--- src/rtl/mc_controller_hs.sv ---
// Multicycle MIPS-style controller with memory wait-state handshake, timeout trap and
// illegal-instruction trap. Optional retired-instruction counter under MC_CTRL_PERF_EN.
module mc_controller_hs #(
  parameter int FUNC_W      = 9,
  parameter int ALUOP_W     = 3,
  parameter int MEM_TIMEOUT = 15,
  parameter int PERF_W      = 32
) (
  input  logic               clk,
  input  logic               rst,
  input  logic [3:0]         opc,
  input  logic [FUNC_W-1:0]  func,
  input  logic               zero,
  input  logic               mem_ready,
  output logic [1:0]         PCSrc,
  output logic               PCWrite,
  output logic               IorD,
  output logic               MemRead,
  output logic               MemWrite,
  output logic               IRWrite,
  output logic               Reg1Src,
  output logic               RegDst,
  output logic [1:0]         writeSrc,
  output logic               RegWrite,
  output logic               ALUSrcA,
  output logic [1:0]         ALUSrcB,
  output logic [ALUOP_W-1:0] ALUop,
  output logic               trap,
  output logic [1:0]         trap_cause
`ifdef MC_CTRL_PERF_EN
  ,
  output logic [PERF_W-1:0]  instr_retired
`endif
);

  localparam int CNT_W = $clog2(MEM_TIMEOUT + 1);

  typedef enum logic [4:0] {
    S_IF, S_ID, S_LD1, S_LD2, S_ST1, S_ST2, S_JMP,
    S_BZ1, S_BZ2, S_BZ3, S_BZ4, S_C1, S_C2, S_C3, S_C4,
    S_D1, S_D2, S_D3, S_TRAP
  } state_t;

  state_t           state_reg, state_next;
  logic [1:0]       cause_reg, cause_next;
  logic [CNT_W-1:0] wait_cnt_reg;
  logic             waiting;
  logic             timeout_hit;
  logic             func_hi_any;
  logic             func_nop;

  always_comb begin
    func_hi_any = 1'b0;
    for (int i = 7; i < FUNC_W; i++) func_hi_any = func_hi_any | func[i];
  end

  assign func_nop    = (func == (FUNC_W'(1) << 7));
  assign waiting     = (state_reg == S_IF) || (state_reg == S_LD1) || (state_reg == S_ST2);
  assign timeout_hit = (wait_cnt_reg == CNT_W'(MEM_TIMEOUT - 1));
  assign trap        = (state_reg == S_TRAP);
  assign trap_cause  = cause_reg;

  always_comb begin
    state_next = state_reg;
    cause_next = cause_reg;
    PCSrc      = 2'b00;
    PCWrite    = 1'b0;
    IorD       = 1'b0;
    MemRead    = 1'b0;
    MemWrite   = 1'b0;
    IRWrite    = 1'b0;
    Reg1Src    = 1'b0;
    RegDst     = 1'b0;
    writeSrc   = 2'b00;
    RegWrite   = 1'b0;
    ALUSrcA    = 1'b0;
    ALUSrcB    = 2'b00;
    ALUop      = '0;
    case (state_reg)
      S_IF: begin
        MemRead = 1'b1;
        ALUSrcB = 2'b01;
        IRWrite = mem_ready;
        PCWrite = mem_ready;
        if (mem_ready) state_next = S_ID;
        else if (timeout_hit) begin
          state_next = S_TRAP;
          cause_next = 2'd2;
        end
      end
      S_ID: begin
        casez (opc)
          4'b0000: state_next = S_LD1;
          4'b0001: state_next = S_ST1;
          4'b0010: state_next = S_JMP;
          4'b0100: state_next = S_BZ1;
          4'b1000: state_next = func_nop ? S_IF : S_C1;
          4'b11??: state_next = S_D1;
          default: begin
            state_next = S_TRAP;
            cause_next = 2'd1;
          end
        endcase
      end
      S_LD1: begin
        MemRead = 1'b1;
        IorD    = 1'b1;
        if (mem_ready) state_next = S_LD2;
        else if (timeout_hit) begin
          state_next = S_TRAP;
          cause_next = 2'd2;
        end
      end
      S_LD2: begin
        RegWrite   = 1'b1;
        writeSrc   = 2'b10;
        state_next = S_IF;
      end
      S_ST1: state_next = S_ST2;
      S_ST2: begin
        MemWrite = 1'b1;
        IorD     = 1'b1;
        if (mem_ready) state_next = S_IF;
        else if (timeout_hit) begin
          state_next = S_TRAP;
          cause_next = 2'd2;
        end
      end
      S_JMP: begin
        PCWrite    = 1'b1;
        PCSrc      = 2'b10;
        state_next = S_IF;
      end
      S_BZ1: state_next = S_BZ2;
      S_BZ2: begin
        ALUSrcA    = 1'b1;
        ALUop      = ALUOP_W'(1);
        state_next = zero ? S_BZ3 : S_IF;
      end
      S_BZ3: begin
        ALUSrcB    = 2'b10;
        state_next = S_BZ4;
      end
      S_BZ4: begin
        PCWrite    = 1'b1;
        PCSrc      = 2'b11;
        state_next = S_IF;
      end
      S_C1: begin
        // Upper func bits (including the nop bit) must be clear for a real C-type op
        if (func_hi_any || !$onehot(func[6:0])) begin
          state_next = S_TRAP;
          cause_next = 2'd1;
        end else if (func[0]) begin
          state_next = S_C4;
        end else if (func[1]) begin
          Reg1Src    = 1'b1;
          state_next = S_C4;
        end else begin
          state_next = S_C2;
        end
      end
      S_C2: begin
        ALUSrcA = 1'b1;
        if (func[3])      ALUop = ALUOP_W'(1);
        else if (func[4]) ALUop = ALUOP_W'(2);
        else if (func[5]) ALUop = ALUOP_W'(3);
        else if (func[6]) ALUop = ALUOP_W'(4);
        state_next = S_C3;
      end
      S_C3: begin
        RegWrite   = 1'b1;
        writeSrc   = 2'b01;
        state_next = S_IF;
      end
      S_C4: begin
        RegWrite   = 1'b1;
        RegDst     = func[0];
        state_next = S_IF;
      end
      S_D1: state_next = S_D2;
      S_D2: begin
        ALUSrcA    = 1'b1;
        ALUSrcB    = 2'b10;
        ALUop      = ALUOP_W'(opc[1:0]);
        state_next = S_D3;
      end
      S_D3: begin
        RegWrite   = 1'b1;
        writeSrc   = 2'b01;
        state_next = S_IF;
      end
      S_TRAP: state_next = S_TRAP;
      default: begin
        state_next = S_TRAP;
        cause_next = 2'd1;
      end
    endcase
    // Requests and enables drop immediately while reset is asserted
    if (rst) begin
      PCSrc    = 2'b00;
      PCWrite  = 1'b0;
      IorD     = 1'b0;
      MemRead  = 1'b0;
      MemWrite = 1'b0;
      IRWrite  = 1'b0;
      Reg1Src  = 1'b0;
      RegDst   = 1'b0;
      writeSrc = 2'b00;
      RegWrite = 1'b0;
      ALUSrcA  = 1'b0;
      ALUSrcB  = 2'b00;
      ALUop    = '0;
    end
  end

  always_ff @(posedge clk or posedge rst) begin
    if (rst) begin
      state_reg    <= S_IF;
      cause_reg    <= 2'd0;
      wait_cnt_reg <= '0;
    end else begin
      state_reg <= state_next;
      cause_reg <= cause_next;
      if (state_next != state_reg) wait_cnt_reg <= '0;
      else if (waiting && !mem_ready) wait_cnt_reg <= wait_cnt_reg + CNT_W'(1);
    end
  end

`ifdef MC_CTRL_PERF_EN
  // TRAP never returns to IF, so the count freezes there on its own
  always_ff @(posedge clk or posedge rst) begin
    if (rst) instr_retired <= '0;
    else if (state_next == S_IF && state_reg != S_IF) instr_retired <= instr_retired + PERF_W'(1);
  end
`endif

endmodule

--- config.mk ---
export PLATFORM = sky130hd
export DESIGN_NAME = mc_controller_hs
export DESIGN_NICKNAME = d
export VERILOG_FILES = /design/src/rtl/mc_controller_hs.sv
export SDC_FILE = /design/constraint.sdc
export NUM_CORES = 1
export LEC_CHECK = 0
export CORE_ASPECT_RATIO = 0.5
export CORE_UTILIZATION = 45
export DETAILED_ROUTE_END_ITERATION = 8
export DONT_BUFFER_PORTS = 1
export PLACE_DENSITY_LB_ADDON = 0.15
export SYNTH_ARGS = -nofsm -noshare
export SYNTH_HDL_FRONTEND = slang
export SYNTH_SLANG_ARGS = --single-unit
export TNS_END_PERCENT = 10
--- constraint.sdc ---
create_clock -name clk -period 5.5 [get_ports clk]
set_clock_uncertainty 0.1 [all_clocks]
set_input_delay 1.1 -clock clk [delete_from_list [all_inputs] [get_ports clk]]
set_output_delay 1.1 -clock clk [all_outputs]
set_load 0.05 [all_outputs]
==> flow_metrics.tcl <==
set metrics [dict create \
    gp_congestion 0.889 \
    grt_pass1_wl_um 6520 \
    powerDensity_nw_per_um2 112 \
    path_class "in -> out" \
    gr-total-overflow 0 \
    dpl-instance-area_um2 1640 \
    finalHoldViolations 0 \
    critPathSlowestCell "or4b_4" \
    placementRows 14 \
    area_growth_pct 13.2 \
    fin_ws_ns -0.0580 \
    io_pins 38 \
    yosysWarnings 0 \
    min_to "wait_cnt_reg[0]$_DFFE_PP0P_" \
    hpwlAfterDp_um 3020 \
    drive_gt1_share_pct 18.5 \
    clock_sinks 11 \
    slew_violations 0 \
    postCtsSetupBuffers 0 \
    synth_top_area_share_pct 18.4 \
    async_flop_share_pct 100 \
    setup_viol_count_final 1 \
    synth-edff-count 0 \
    synth_area_um2 1490 \
    post-place-ws_ns -0.159 \
    final_util_pct 54.8 \
    rsz0062_at_grt "true" \
    layout_commonest_cell "nor2_1" \
    yosysUniqueCellTypes 64 \
    synth_cells 196 \
    drt-total-wl_um 3850 \
    p_leak_nw 0.744 \
    track_usage_pct 23.5 \
    endpoint_kind "output port" \
    synth_area_per_cell_um2 7.62 \
    first_iter_violations 103 \
    relSlewSlack_pct 31.8 \
    numCtsBuffers 3 \
    yosysTopAreaCell "dfrtp_1" \
    die_x_um 83.5 \
    clk_pin_slew_worst_paths_ns 0.05 \
    grt_pass1_vias 1362 \
    status "complete, but fails checks" \
    ys_seq_area_share_pct 18.4 \
    crit_fanout 2 \
    period_needed_ns 5.56 \
    reg2reg_depth 6 \
    wl_per_cell_um 16.0 \
    synth_flop_cell "dfrtp_1" \
    drtAntennaViolNets 0 \
    crit_path_start_kind "input port" \
    cts_tree "done" \
    rr_endpoint "wait_cnt_reg[0]$_DFFE_PP0P_" \
    vias 1481 \
    viasPerCell 6.17 \
    worstSkewPairLatency_ns 0.23 \
    fp.dieArea_um2 3570 \
    cap_viol_max_count 0 \
    antenna_found_initial 0 \
    reg2reg_slack_ns 2.77 \
    initial_utilization_pct 48.4 \
    largest_reg_flops 5 \
    fin_crit_sh_pct 101 \
    diodes 0 \
    cp_common_cell "fa_1" \
    whs_path_depth 2 \
    synth_nets 221 \
    required_ns 4.30 \
    cp.arrival_ns 4.36 \
    core_area_um2 3080 \
    io_buffers 0 \
    grt_start_max_net_pins 23 \
    synthTopCellsByArea "dfrtp_1 18%, fa_1 5.4%, nor2_1 5.0%" \
    cts_htree_levels 1 \
    die_h_um 42.7 \
    r2r-start "state_reg[3]$_DFF_PP0_" \
    crit_family "adder cells" \
    first_pass_iters 4 \
    design_area_um2 1690 \
    mostFrequentLayoutCells "20 x nor2_1, 18 x nand2_1, 14 x inv_1" \
    synth_seq_cells 11 \
    tightest_slew_ns 1.02 \
    worst-path-buf-inv 3 \
    hold_start "wait_cnt_reg[0]$_DFFE_PP0P_" \
    clock_path_buffers 2 \
    ir_drop_uv 80.4 \
    cts-root-buf "clkbuf_8" \
    hold_path.class "reg -> reg" \
    cp_cell_sequence "inv_8 -> fa_1 -> fa_1 -> fa_2 -> inv_2 -> fa_1 -> or4_4 -> or4b_4 -> nor3b_4 -> buf_12" \
    nNetsFinal 226 \
    drc_errors 0 \
    fmax_mhz 180 \
    max_stage_delay_ns 0.55 \
    violations "negative setup slack" \
]
per-layer routing:
metal / vias up / global-route usage [%] / part of all wire [%]
met1: 722 / 33.1 / 48
met4: 0 / 7.12 / 0.99
met2: 39 / 37.5 / 44
li1: 716 / - / -
met5: - / 0 / 0
met3: 4 / 3.89 / 6.5
worst max-delay path by stage:
stage / startpoint / endpoint / slack (ns) / cells after the start
finish: func[0] / Reg1Src / -0.06 / 10
global route: func[0] / Reg1Src / -0.19 / 10
CTS: func[0] / Reg1Src / -0.07 / 10
detailed placement: func[0] / Reg1Src / -0.16 / 10
global placement: func[0] / Reg1Src / -0.09 / 10
floorplan: func[0] / Reg1Src / -0.22 / 9
cell families (layout without fill, tap and decap cells):
kind of cell             count (synthesis)  after routing  synth area share (%)
AO/OA/AOI/OAI                           48             48                  24.7
XOR/XNOR                                 6              6                  3.52
adder cells (fa/ha/maj)                  8              8                  8.72
buffers and inverters                   30             34                  7.63
flip-flops                              11             11                  18.4
multiplexers                             1              1                 0.671
AND/OR/NAND/NOR                         92             92                  36.3
cells in the mapped netlist, types with 3 or more instances:
master and instances:
a21oi_1 6, and2_1 3, and3_1 3, buf_1 3, clkbuf_1 8, dfrtp_1 11, fa_1 4, ha_1 4
inv_1 17, nand2_1 18, nand2b_1 5, nand3_1 7, nor2_1 20, nor2b_1 5, nor3_1 5, nor4_1 4
nor4b_2 4, o211ai_1 3, o21ai_0 6, o21ai_1 4, xor2_1 4
cell type report:
type / instances / area, µm²
clock buffers: 4 / 45.0
fillers: 322 / 1390
inverters: 18 / 75.1
multi-input cells: 155 / 1140
flip-flops and latches: 11 / 275
well taps: 40 / 50.0
repair buffers: 12 / 103
per-stage QoR:
| step | setup TNS [ns] | power (mW) | instances | hold slack, ns |
|---|---|---|---|---|
| after floorplan | -0.224 | 0.104 | 196 | 0.497 |
| after global placement | -0.0935 | 0.109 | 236 | 0.533 |
| after detailed placement | -0.159 | 0.111 | 236 | 0.539 |
| after CTS | -0.0742 | 0.194 | 240 | 0.553 |
| after global routing | -0.186 | 0.203 | 240 | 0.575 |
| final | -0.0580 | 0.190 | 240 | 0.545 |
worst min-delay path: stages, from the launching register on:
cell,delay [ns]
dfrtp_1,0.40
xnor2_1,0.15
nor4b_2,0.05
where the power goes:
part	internal (mW)	total (mW)	switching (mW)	leakage, nW
logic	0.0142	0.0297	0.0155	0.583
clock network	0.0507	0.0793	0.0286	0.0228
registers	0.0811	0.0811	0	0.138
total	0.146	0.190	0.0441	0.744
repair_timing:
item                       4_1_cts  5_1_grt
resized for setup                7        0
setup endpoints to repair        1        1
hold buffers                     0        0
pin swaps                        0        0
Note: power is estimated with default switching activity, not from simulation.
